`config.mk`:
```
export PLATFORM = sky130hd
export DESIGN_NAME = mc_controller_flat
export DESIGN_NICKNAME = d
export VERILOG_FILES = /design/src/rtl/mc_pkg.sv /design/src/rtl/mc_if.sv /design/src/rtl/mc_outdec.sv /design/src/rtl/mc_controller.sv /design/src/flat_wrapper.sv
export SDC_FILE = /design/constraint.sdc
export NUM_CORES = 1
export LEC_CHECK = 0
export ABC_AREA = 1
export CAP_MARGIN = 20
export CORE_MARGIN = 2
export CORE_UTILIZATION = 35
export CTS_CLUSTER_DIAMETER = 150
export DETAILED_ROUTE_END_ITERATION = 6
export HOLD_SLACK_MARGIN = 0.05
export PLACE_DENSITY_LB_ADDON = 0.08
export SLEW_MARGIN = 5
export SYNTH_ARGS = -nofsm -noshare
export SYNTH_HDL_FRONTEND = slang
export SYNTH_HIERARCHICAL = 1
export SYNTH_SLANG_ARGS = --single-unit
```
`constraint.sdc`:
```
create_clock -name clk -period 2 [get_ports clk]
set_input_delay 0.3 -clock clk [delete_from_list [all_inputs] [get_ports clk]]
set_output_delay 0.3 -clock clk [all_outputs]
set_load 0.02 [all_outputs]
```
`src/rtl/mc_pkg.sv`:
```
`default_nettype none
// ============================================================================
// Module      : mc_pkg
// Description : Shared encodings for the multicycle controller: FSM states,
//               opcodes, datapath select codes and the control-word layout.
// Revision    : 1.0 - initial release
// ============================================================================
package mc_pkg;

  // 4-bit state encodings; values 12..15 are unused and recover to fetch
  typedef enum logic [3:0] {
    ST_FETCH   = 4'd0,
    ST_DECODE  = 4'd1,
    ST_MEMADR  = 4'd2,
    ST_MEMRD   = 4'd3,
    ST_MEMWB   = 4'd4,
    ST_MEMWR   = 4'd5,
    ST_RTYPEEX = 4'd6,
    ST_RTYPEWB = 4'd7,
    ST_BEQEX   = 4'd8,
    ST_ADDIEX  = 4'd9,
    ST_ADDIWB  = 4'd10,
    ST_JEX     = 4'd11
  } state_e;

  // Supported opcodes
  localparam logic [5:0] c_op_lw    = 6'b100011;
  localparam logic [5:0] c_op_sw    = 6'b101011;
  localparam logic [5:0] c_op_rtype = 6'b000000;
  localparam logic [5:0] c_op_beq   = 6'b000100;
  localparam logic [5:0] c_op_addi  = 6'b001000;
  localparam logic [5:0] c_op_j     = 6'b000010;

  // ALU operation select
  localparam logic [1:0] c_aluop_add   = 2'b00;
  localparam logic [1:0] c_aluop_sub   = 2'b01;
  localparam logic [1:0] c_aluop_funct = 2'b10;

  // ALU B-operand select
  localparam logic [1:0] c_srcb_reg   = 2'b00;
  localparam logic [1:0] c_srcb_four  = 2'b01;
  localparam logic [1:0] c_srcb_imm   = 2'b10;
  localparam logic [1:0] c_srcb_immsh = 2'b11;

  // PC source select
  localparam logic [1:0] c_pcsrc_alu    = 2'b00;
  localparam logic [1:0] c_pcsrc_aluout = 2'b01;
  localparam logic [1:0] c_pcsrc_jump   = 2'b10;

  // Raw control word produced by the state decode (before reset gating)
  typedef struct packed {
    logic       memread;
    logic       memwrite;
    logic       irwrite;
    logic       regwrite;
    logic       pcwrite;
    logic       branch;
    logic       iord;
    logic       alusrca;
    logic       regdst;
    logic       memtoreg;
    logic [1:0] alusrcb;
    logic [1:0] pcsrc;
    logic [1:0] aluop;
  } ctrl_t;

  // True for every opcode the controller knows how to execute
  function automatic logic is_legal_op(input logic [5:0] op);
    return (op == c_op_lw)    || (op == c_op_sw)   ||
           (op == c_op_rtype) || (op == c_op_beq)  ||
           (op == c_op_addi)  || (op == c_op_j);
  endfunction

endpackage
`default_nettype wire

```
`src/rtl/mc_if.sv`:
```
`default_nettype none
// ============================================================================
// Module      : mc_if
// Description : Controller <-> datapath bundle. The master modport is the
//               controller side, the slave modport the datapath/memory side.
// Revision    : 1.0 - initial release
// ============================================================================
interface mc_if;
  logic [5:0] op;
  logic       zero;
  logic       mem_ready;
  logic       memread;
  logic       memwrite;
  logic       irwrite;
  logic       regwrite;
  logic       pcen;
  logic       iord;
  logic       alusrca;
  logic       regdst;
  logic       memtoreg;
  logic [1:0] alusrcb;
  logic [1:0] pcsrc;
  logic [1:0] aluop;
  logic       illegal_op;
  logic [3:0] state;

  modport master (
    input  op, zero, mem_ready,
    output memread, memwrite, irwrite, regwrite, pcen,
    output iord, alusrca, regdst, memtoreg,
    output alusrcb, pcsrc, aluop, illegal_op, state
  );

  modport slave (
    output op, zero, mem_ready,
    input  memread, memwrite, irwrite, regwrite, pcen,
    input  iord, alusrca, regdst, memtoreg,
    input  alusrcb, pcsrc, aluop, illegal_op, state
  );
endinterface
`default_nettype wire

```
`src/rtl/mc_outdec.sv`:
```
`default_nettype none
// ============================================================================
// Module      : mc_outdec
// Description : Combinational state-to-control decode. Everything not named
//               for a state is driven 0; unused encodings decode to all-zero.
// Revision    : 1.0 - initial release
// ============================================================================
module mc_outdec
  import mc_pkg::*;
(
  input  state_e     i_state,
  input  logic       i_mem_ready,
  input  logic [5:0] i_op,
  output ctrl_t      o_ctrl,
  output logic       o_illegal
);

  // Per-state control word; fetch commits IR/PC only in the ready cycle
  always_comb begin
    o_ctrl    = '0;
    o_illegal = 1'b0;
    unique case (i_state)
      ST_FETCH: begin
        o_ctrl.memread = 1'b1;
        o_ctrl.alusrcb = c_srcb_four;
        o_ctrl.aluop   = c_aluop_add;
        o_ctrl.pcsrc   = c_pcsrc_alu;
        o_ctrl.irwrite = i_mem_ready;
        o_ctrl.pcwrite = i_mem_ready;
      end
      ST_DECODE: begin
        o_ctrl.alusrcb = c_srcb_immsh;
        o_ctrl.aluop   = c_aluop_add;
        o_illegal      = ~is_legal_op(i_op);
      end
      ST_MEMADR: begin
        o_ctrl.alusrca = 1'b1;
        o_ctrl.alusrcb = c_srcb_imm;
        o_ctrl.aluop   = c_aluop_add;
      end
      ST_MEMRD: begin
        o_ctrl.iord    = 1'b1;
        o_ctrl.memread = 1'b1;
      end
      ST_MEMWB: begin
        o_ctrl.memtoreg = 1'b1;
        o_ctrl.regwrite = 1'b1;
      end
      ST_MEMWR: begin
        o_ctrl.iord     = 1'b1;
        o_ctrl.memwrite = 1'b1;
      end
      ST_RTYPEEX: begin
        o_ctrl.alusrca = 1'b1;
        o_ctrl.alusrcb = c_srcb_reg;
        o_ctrl.aluop   = c_aluop_funct;
      end
      ST_RTYPEWB: begin
        o_ctrl.regdst   = 1'b1;
        o_ctrl.regwrite = 1'b1;
      end
      ST_BEQEX: begin
        o_ctrl.alusrca = 1'b1;
        o_ctrl.alusrcb = c_srcb_reg;
        o_ctrl.aluop   = c_aluop_sub;
        o_ctrl.pcsrc   = c_pcsrc_aluout;
        o_ctrl.branch  = 1'b1;
      end
      ST_ADDIEX: begin
        o_ctrl.alusrca = 1'b1;
        o_ctrl.alusrcb = c_srcb_imm;
        o_ctrl.aluop   = c_aluop_add;
      end
      ST_ADDIWB: begin
        o_ctrl.regwrite = 1'b1;
      end
      ST_JEX: begin
        o_ctrl.pcsrc   = c_pcsrc_jump;
        o_ctrl.pcwrite = 1'b1;
      end
      default: begin
        o_ctrl    = '0;
        o_illegal = 1'b0;
      end
    endcase
  end

endmodule
`default_nettype wire

```
`src/rtl/mc_controller.sv`:
```
`default_nettype none
// ============================================================================
// Module      : mc_controller
// Description : Multicycle CPU control FSM (Moore). Holds the state register
//               and next-state logic; output decode lives in mc_outdec.
// Revision    : 1.0 - initial release
// ============================================================================
module mc_controller
  import mc_pkg::*;
#(
  parameter int MEM_HANDSHAKE = 1
) (
  input  logic   clk,
  input  logic   reset_n,
  mc_if.master   bus
);

  state_e r_state;
  state_e w_next_state;
  logic   w_mem_ready;
  ctrl_t  w_ctrl;
  logic   w_illegal;

  // Without a handshake every memory access completes in its first cycle
  assign w_mem_ready = (MEM_HANDSHAKE != 0) ? bus.mem_ready : 1'b1;

  // State register; reset drops straight to fetch without a clock
  always_ff @(posedge clk or negedge reset_n) begin
    if (!reset_n) begin
      r_state <= ST_FETCH;
    end else begin
      r_state <= w_next_state;
    end
  end

  // Next-state selection; unknown encodings recover to fetch
  always_comb begin
    w_next_state = ST_FETCH;
    unique case (r_state)
      ST_FETCH:   w_next_state = w_mem_ready ? ST_DECODE : ST_FETCH;
      ST_DECODE: begin
        case (bus.op)
          c_op_lw, c_op_sw: w_next_state = ST_MEMADR;
          c_op_rtype:       w_next_state = ST_RTYPEEX;
          c_op_beq:         w_next_state = ST_BEQEX;
          c_op_addi:        w_next_state = ST_ADDIEX;
          c_op_j:           w_next_state = ST_JEX;
          default:          w_next_state = ST_FETCH;
        endcase
      end
      ST_MEMADR:  w_next_state = (bus.op == c_op_lw) ? ST_MEMRD : ST_MEMWR;
      ST_MEMRD:   w_next_state = w_mem_ready ? ST_MEMWB : ST_MEMRD;
      ST_MEMWB:   w_next_state = ST_FETCH;
      ST_MEMWR:   w_next_state = w_mem_ready ? ST_FETCH : ST_MEMWR;
      ST_RTYPEEX: w_next_state = ST_RTYPEWB;
      ST_RTYPEWB: w_next_state = ST_FETCH;
      ST_BEQEX:   w_next_state = ST_FETCH;
      ST_ADDIEX:  w_next_state = ST_ADDIWB;
      ST_ADDIWB:  w_next_state = ST_FETCH;
      ST_JEX:     w_next_state = ST_FETCH;
      default:    w_next_state = ST_FETCH;
    endcase
  end

  mc_outdec u_outdec (
    .i_state     (r_state),
    .i_mem_ready (w_mem_ready),
    .i_op        (bus.op),
    .o_ctrl      (w_ctrl),
    .o_illegal   (w_illegal)
  );

  // Strobes are masked while reset is low so nothing writes after reset
  // asserts; selects pass through and show the fetch values during reset.
  assign bus.memread    = w_ctrl.memread  & reset_n;
  assign bus.memwrite   = w_ctrl.memwrite & reset_n;
  assign bus.irwrite    = w_ctrl.irwrite  & reset_n;
  assign bus.regwrite   = w_ctrl.regwrite & reset_n;
  assign bus.pcen       = (w_ctrl.pcwrite | (w_ctrl.branch & bus.zero)) & reset_n;
  assign bus.illegal_op = w_illegal & reset_n;
  assign bus.iord       = w_ctrl.iord;
  assign bus.alusrca    = w_ctrl.alusrca;
  assign bus.regdst     = w_ctrl.regdst;
  assign bus.memtoreg   = w_ctrl.memtoreg;
  assign bus.alusrcb    = w_ctrl.alusrcb;
  assign bus.pcsrc      = w_ctrl.pcsrc;
  assign bus.aluop      = w_ctrl.aluop;
  assign bus.state      = r_state;

endmodule
`default_nettype wire

```
`src/flat_wrapper.sv`:
```
// flat-port wrapper written by rule: the top's interface ports become plain ports
module mc_controller_flat import mc_pkg::*;
#(
  parameter int MEM_HANDSHAKE = 1
)
  (clk, reset_n, bus_op, bus_zero, bus_mem_ready, bus_memread, bus_memwrite, bus_irwrite, bus_regwrite, bus_pcen, bus_iord, bus_alusrca, bus_regdst, bus_memtoreg, bus_alusrcb, bus_pcsrc, bus_aluop, bus_illegal_op, bus_state);
  mc_if bus_i ();
  input  logic clk;
  input  logic reset_n;
  input wire logic [$bits(bus_i.op)-1:0] bus_op;
  input wire logic [$bits(bus_i.zero)-1:0] bus_zero;
  input wire logic [$bits(bus_i.mem_ready)-1:0] bus_mem_ready;
  output wire logic [$bits(bus_i.memread)-1:0] bus_memread;
  output wire logic [$bits(bus_i.memwrite)-1:0] bus_memwrite;
  output wire logic [$bits(bus_i.irwrite)-1:0] bus_irwrite;
  output wire logic [$bits(bus_i.regwrite)-1:0] bus_regwrite;
  output wire logic [$bits(bus_i.pcen)-1:0] bus_pcen;
  output wire logic [$bits(bus_i.iord)-1:0] bus_iord;
  output wire logic [$bits(bus_i.alusrca)-1:0] bus_alusrca;
  output wire logic [$bits(bus_i.regdst)-1:0] bus_regdst;
  output wire logic [$bits(bus_i.memtoreg)-1:0] bus_memtoreg;
  output wire logic [$bits(bus_i.alusrcb)-1:0] bus_alusrcb;
  output wire logic [$bits(bus_i.pcsrc)-1:0] bus_pcsrc;
  output wire logic [$bits(bus_i.aluop)-1:0] bus_aluop;
  output wire logic [$bits(bus_i.illegal_op)-1:0] bus_illegal_op;
  output wire logic [$bits(bus_i.state)-1:0] bus_state;
  assign bus_i.op = bus_op;
  assign bus_i.zero = bus_zero;
  assign bus_i.mem_ready = bus_mem_ready;
  assign bus_memread = bus_i.memread;
  assign bus_memwrite = bus_i.memwrite;
  assign bus_irwrite = bus_i.irwrite;
  assign bus_regwrite = bus_i.regwrite;
  assign bus_pcen = bus_i.pcen;
  assign bus_iord = bus_i.iord;
  assign bus_alusrca = bus_i.alusrca;
  assign bus_regdst = bus_i.regdst;
  assign bus_memtoreg = bus_i.memtoreg;
  assign bus_alusrcb = bus_i.alusrcb;
  assign bus_pcsrc = bus_i.pcsrc;
  assign bus_aluop = bus_i.aluop;
  assign bus_illegal_op = bus_i.illegal_op;
  assign bus_state = bus_i.state;
  mc_controller #(.MEM_HANDSHAKE(MEM_HANDSHAKE)) u_core (.clk(clk), .reset_n(reset_n), .bus(bus_i));
endmodule
```
======== Yosys cells after proc, flatten, opt, wreduce, memory -nomap -nowiden ========
Cells that the tools add are included.
cells by class
  equal/unequal tests ..................... 16
  mux-type cells .......................... 20
  bitwise operators ....................... 9
  reductions and logical operators ........ 13
operator list
  cell                                                                   count
  4-bit case mux with 7 select lines                                     1
  4-bit case mux with 5 select lines                                     1
  4-bit by 3-bit equality test with 1-bit output, second input constant  4
  4-bit equality test, second input constant                             4
  6-bit equality test, second input constant                             2
  1-bit two-way mux                                                      11
  3-bit two-way mux                                                      3
  4-bit by 2-bit equality test with 1-bit output, second input constant  2
  2-bit case mux with 2 select lines                                     2
  2-bit OR reduction                                                     4
  1-bit AND                                                              7
  6-bit by 2-bit equality test with 1-bit output, second input constant  1
  6-bit by 3-bit equality test with 1-bit output, second input constant  1
  6-bit by 4-bit equality test with 1-bit output, second input constant  1
  6-bit logical NOT                                                      1
  2-bit case mux with 3 select lines                                     1
  1-bit logical OR                                                       5
  4-bit by 1-bit equality test with 1-bit output, second input constant  1
  4-bit logical NOT                                                      1
  4-bit OR reduction                                                     1
  3-bit OR reduction                                                     1
  1-bit case mux with 2 select lines                                     1
  1-bit inverter                                                         1
  1-bit OR                                                               1
word-level totals
  register bits after elaboration ......... 4
  input bits .............................. 10
  output and inout bits ................... 20
  logic and storage cells ................. 59

======== Logic depth before layout (Yosys ltp) ========
  word-level depth ........................ 9
  mapped depth ............................ 9
  mapped depth without buffers ............ 9

======== Cells and area by module ========
Netlist, hierarchy kept.
by module, submodules not included
  module         times used  cells each  area an instance (sq um)  sequential area each (sq um)
  mc_controller  1           87          466.7                     100.1
  mc_outdec      1           48          220.2                     0.0

======== Worst setup path after synthesis ========
No wires, ideal clock.
  path kind ............................... register to output
  start ................................... register u_core.r_state[3], in the netlist u_core/bus.state[3]
  end ..................................... output bus_pcen
  arrival time ............................ 1.638 ns
  data required time ...................... 1.700 ns
  path slack .............................. 0.062 ns
  cell stages (with the launch flop) ...... 6
  cell sequence ........................... dfrtp_1 nand2_1 nor2_1 buf_4 a21oi_1 nor2_1
RTL lines
  element                 line                 text
  from (decl)             mc_controller.sv:18  state_e r_state;
  from (signal assigned)  mc_controller.sv:32  r_state <= w_next_state;
  to (decl)               flat_wrapper.sv:17   output wire logic [$bits(bus_i.pcen)-1:0] bus_pcen;

==> reports/metrics.cfg <==
[place]
dp_hpwl_microns = 1630
placed_area_sq_um = 1090
port-buffer-count = 29
gp_congestion = 0.761
pre_cts_ws_ns = -0.149

[detailed_routing]
drt-pass1-iter-count = 4
avgViaCountPerCell = 4.33
vias = 884
wl_per_cell_microns = 9.32
ant_nets = 0
drc_errors = 0
initialDrtViolationCount = 15
routed_wl_microns = 1900

[yosys]
syn_area_sq_um = 687
netlist-cell-type-count = 18
netlist.top_cell.by_area = nand2_1
ys.warnings.count = 6
syn-num-nets = 145
yosysTopAreaCellShare_pct = 21.9
ys_seq_area_share_pct = 14.6
synthesis.instances = 135
syn_area_per_cell_sq_um = 5.09
ys_ff_latch = 4
synth_area_leaders = nand2_1 (22%), inv_1 (16%), nor2_1 (16%)

[setup_path]
start_kind = flop
required_ns = 1.70
ff2ff_setup_slack_ns = 0.79
crit_fanout = 6
r2r-start = u_core/bus.state[1]
end_kind = output port
rr_worst_depth = 7
reg2reg_to = u_core/bus.state[1]
worstSetupPathType = flop to output port
critPathArrivalTime_ns = 1.57

[timing]
max_slew_margin_pct = 82.7
fin_crit_sh_pct = 93.5
setup_viol = 0
clock_skew_ns = 0.00450
report.final.hold_viol_count = 0
setup-tns-final_ns = 0
tightest_slew_ns = 0.258
whs_ns = 0.543
rsz0062_at_grt = no
min_period_ns = 1.87
fin_ws_ns = 0.129
fmax_ghz = 0.535
drv_slew = 0

[layout]
layout_common_cells = nand2_1 (40), inv_1 (29), nor2_1 (28)
final_cell_area_sq_um = 1110
fill_cells = 201
final_common_cell = nand2_1
diodes = 0
largest_reg_flops = 4
area_delta_synth_final_pct = 62.3
layout.nets = 189
layout-drive-gt1-share_pct = 16.4

[global_routing]
grt_overflow = 0
grt_pass1_vias = 825
track_usage_pct = 18.5
grt_max_degree = 8
grt_pass1_wl_microns = 3410
antenna_found_initial = 0

[min_path]
hold_class = input pin to async pin

[power]
powerDensity_nw_per_um2 = 539
totalPowerFinal_uw = 601
cellLeakagePower_uw = 0.000737
power.ir.vdd_worst_uv = 283

[die]
dieArea_sq_um = 2330
io_pins = 30
core-area_sq_um = 1900
die_height_microns = 48.3
rows = 16
die_w_microns = 48.3
start_util_pct = 36.1

[clock_tree]
cts_made_buffers = 3
holdBufCountCts = 0
htreeDepth = 1
cts_sinks = 4
clkTransAtPathRegs_ns = 0.04
cts_resized = 13
cts_setup_buffers = 0
root_buffer = clkbuf_4
cts_tree = built
clkLatencyLatePin_ns = 0.24
clock_path_buffers = 2

[outcome]
status = complete, no violations

[job]
drv_cap = 0

cells in the mapped netlist (all sizes together):
master  instances
nand2          40
nor2           36
inv            31
nand3          10
dfrtp           4
o22ai           4
buf             2
nand3b          2
o21ai           2
or2             2
a21oi           1
a22oi           1
through the flow:
stage | util, % | cells
global route | 58.6 | 204
finish | 58.6 | 204
floorplan | - | 135
detailed placement | 57.2 | 201
global placement | 57.2 | 201
CTS | 57.7 | 204
worst max-delay path, cell delays in order (launching register included):
cell           delay [ns]
dfrtp_1              0.39
inv_1                0.07
or2_1                0.30
o22ai_2              0.14
nand2_1              0.07
inv_1                0.05
dlygate4sd2_1        0.32
layout make-up:
class	instances	area, sq um	share of cell area [%]
inverters	31	116	10.4
repair buffers	41	380	34.1
well taps	27	33.8	3.03
flip-flops and latches	4	101	9.09
multi-input cells	98	460	41.3
clock buffers	3	22.5	2.02
power breakdown:
part	switching, uW	internal [uW]
clock	35.6	67.3
sequential	14.9	92.3
combinational	229	162
routing by layer:
metal  up-vias  GRT usage, %  routed length (microns)
met5         -             0                        0
met4         0          7.14                        6
met3         2          4.01                       69
met2        15          34.5                     1010
met1       382          20.3                      815
li1        485             -                        -
how the worst max path moves through the flow:
stage,slack [ns],from,end
after global placement,-0.12,bus_op[3],bus_illegal_op
after global routing,0.005,bus_op[3],bus_illegal_op
after detailed placement,-0.15,bus_op[5],bus_illegal_op
after floorplan,0.06,u_core/bus.state[3],bus_pcen
after CTS,0.007,u_core/bus.state[0],bus_aluop[0]
final,0.13,u_core/bus.state[2],bus_regwrite
logic make-up (layout without fill, tap and decap cells):
family	count (synthesis)	after routing	share of synthesized area [%]
buffers and inverters	33	75	18.8
AOI/OAI and AO/OA	8	8	8.74
DFF	4	4	14.6
and+or+nand+nor	90	90	57.9
Note: power is estimated with default switching activity, not from simulation.
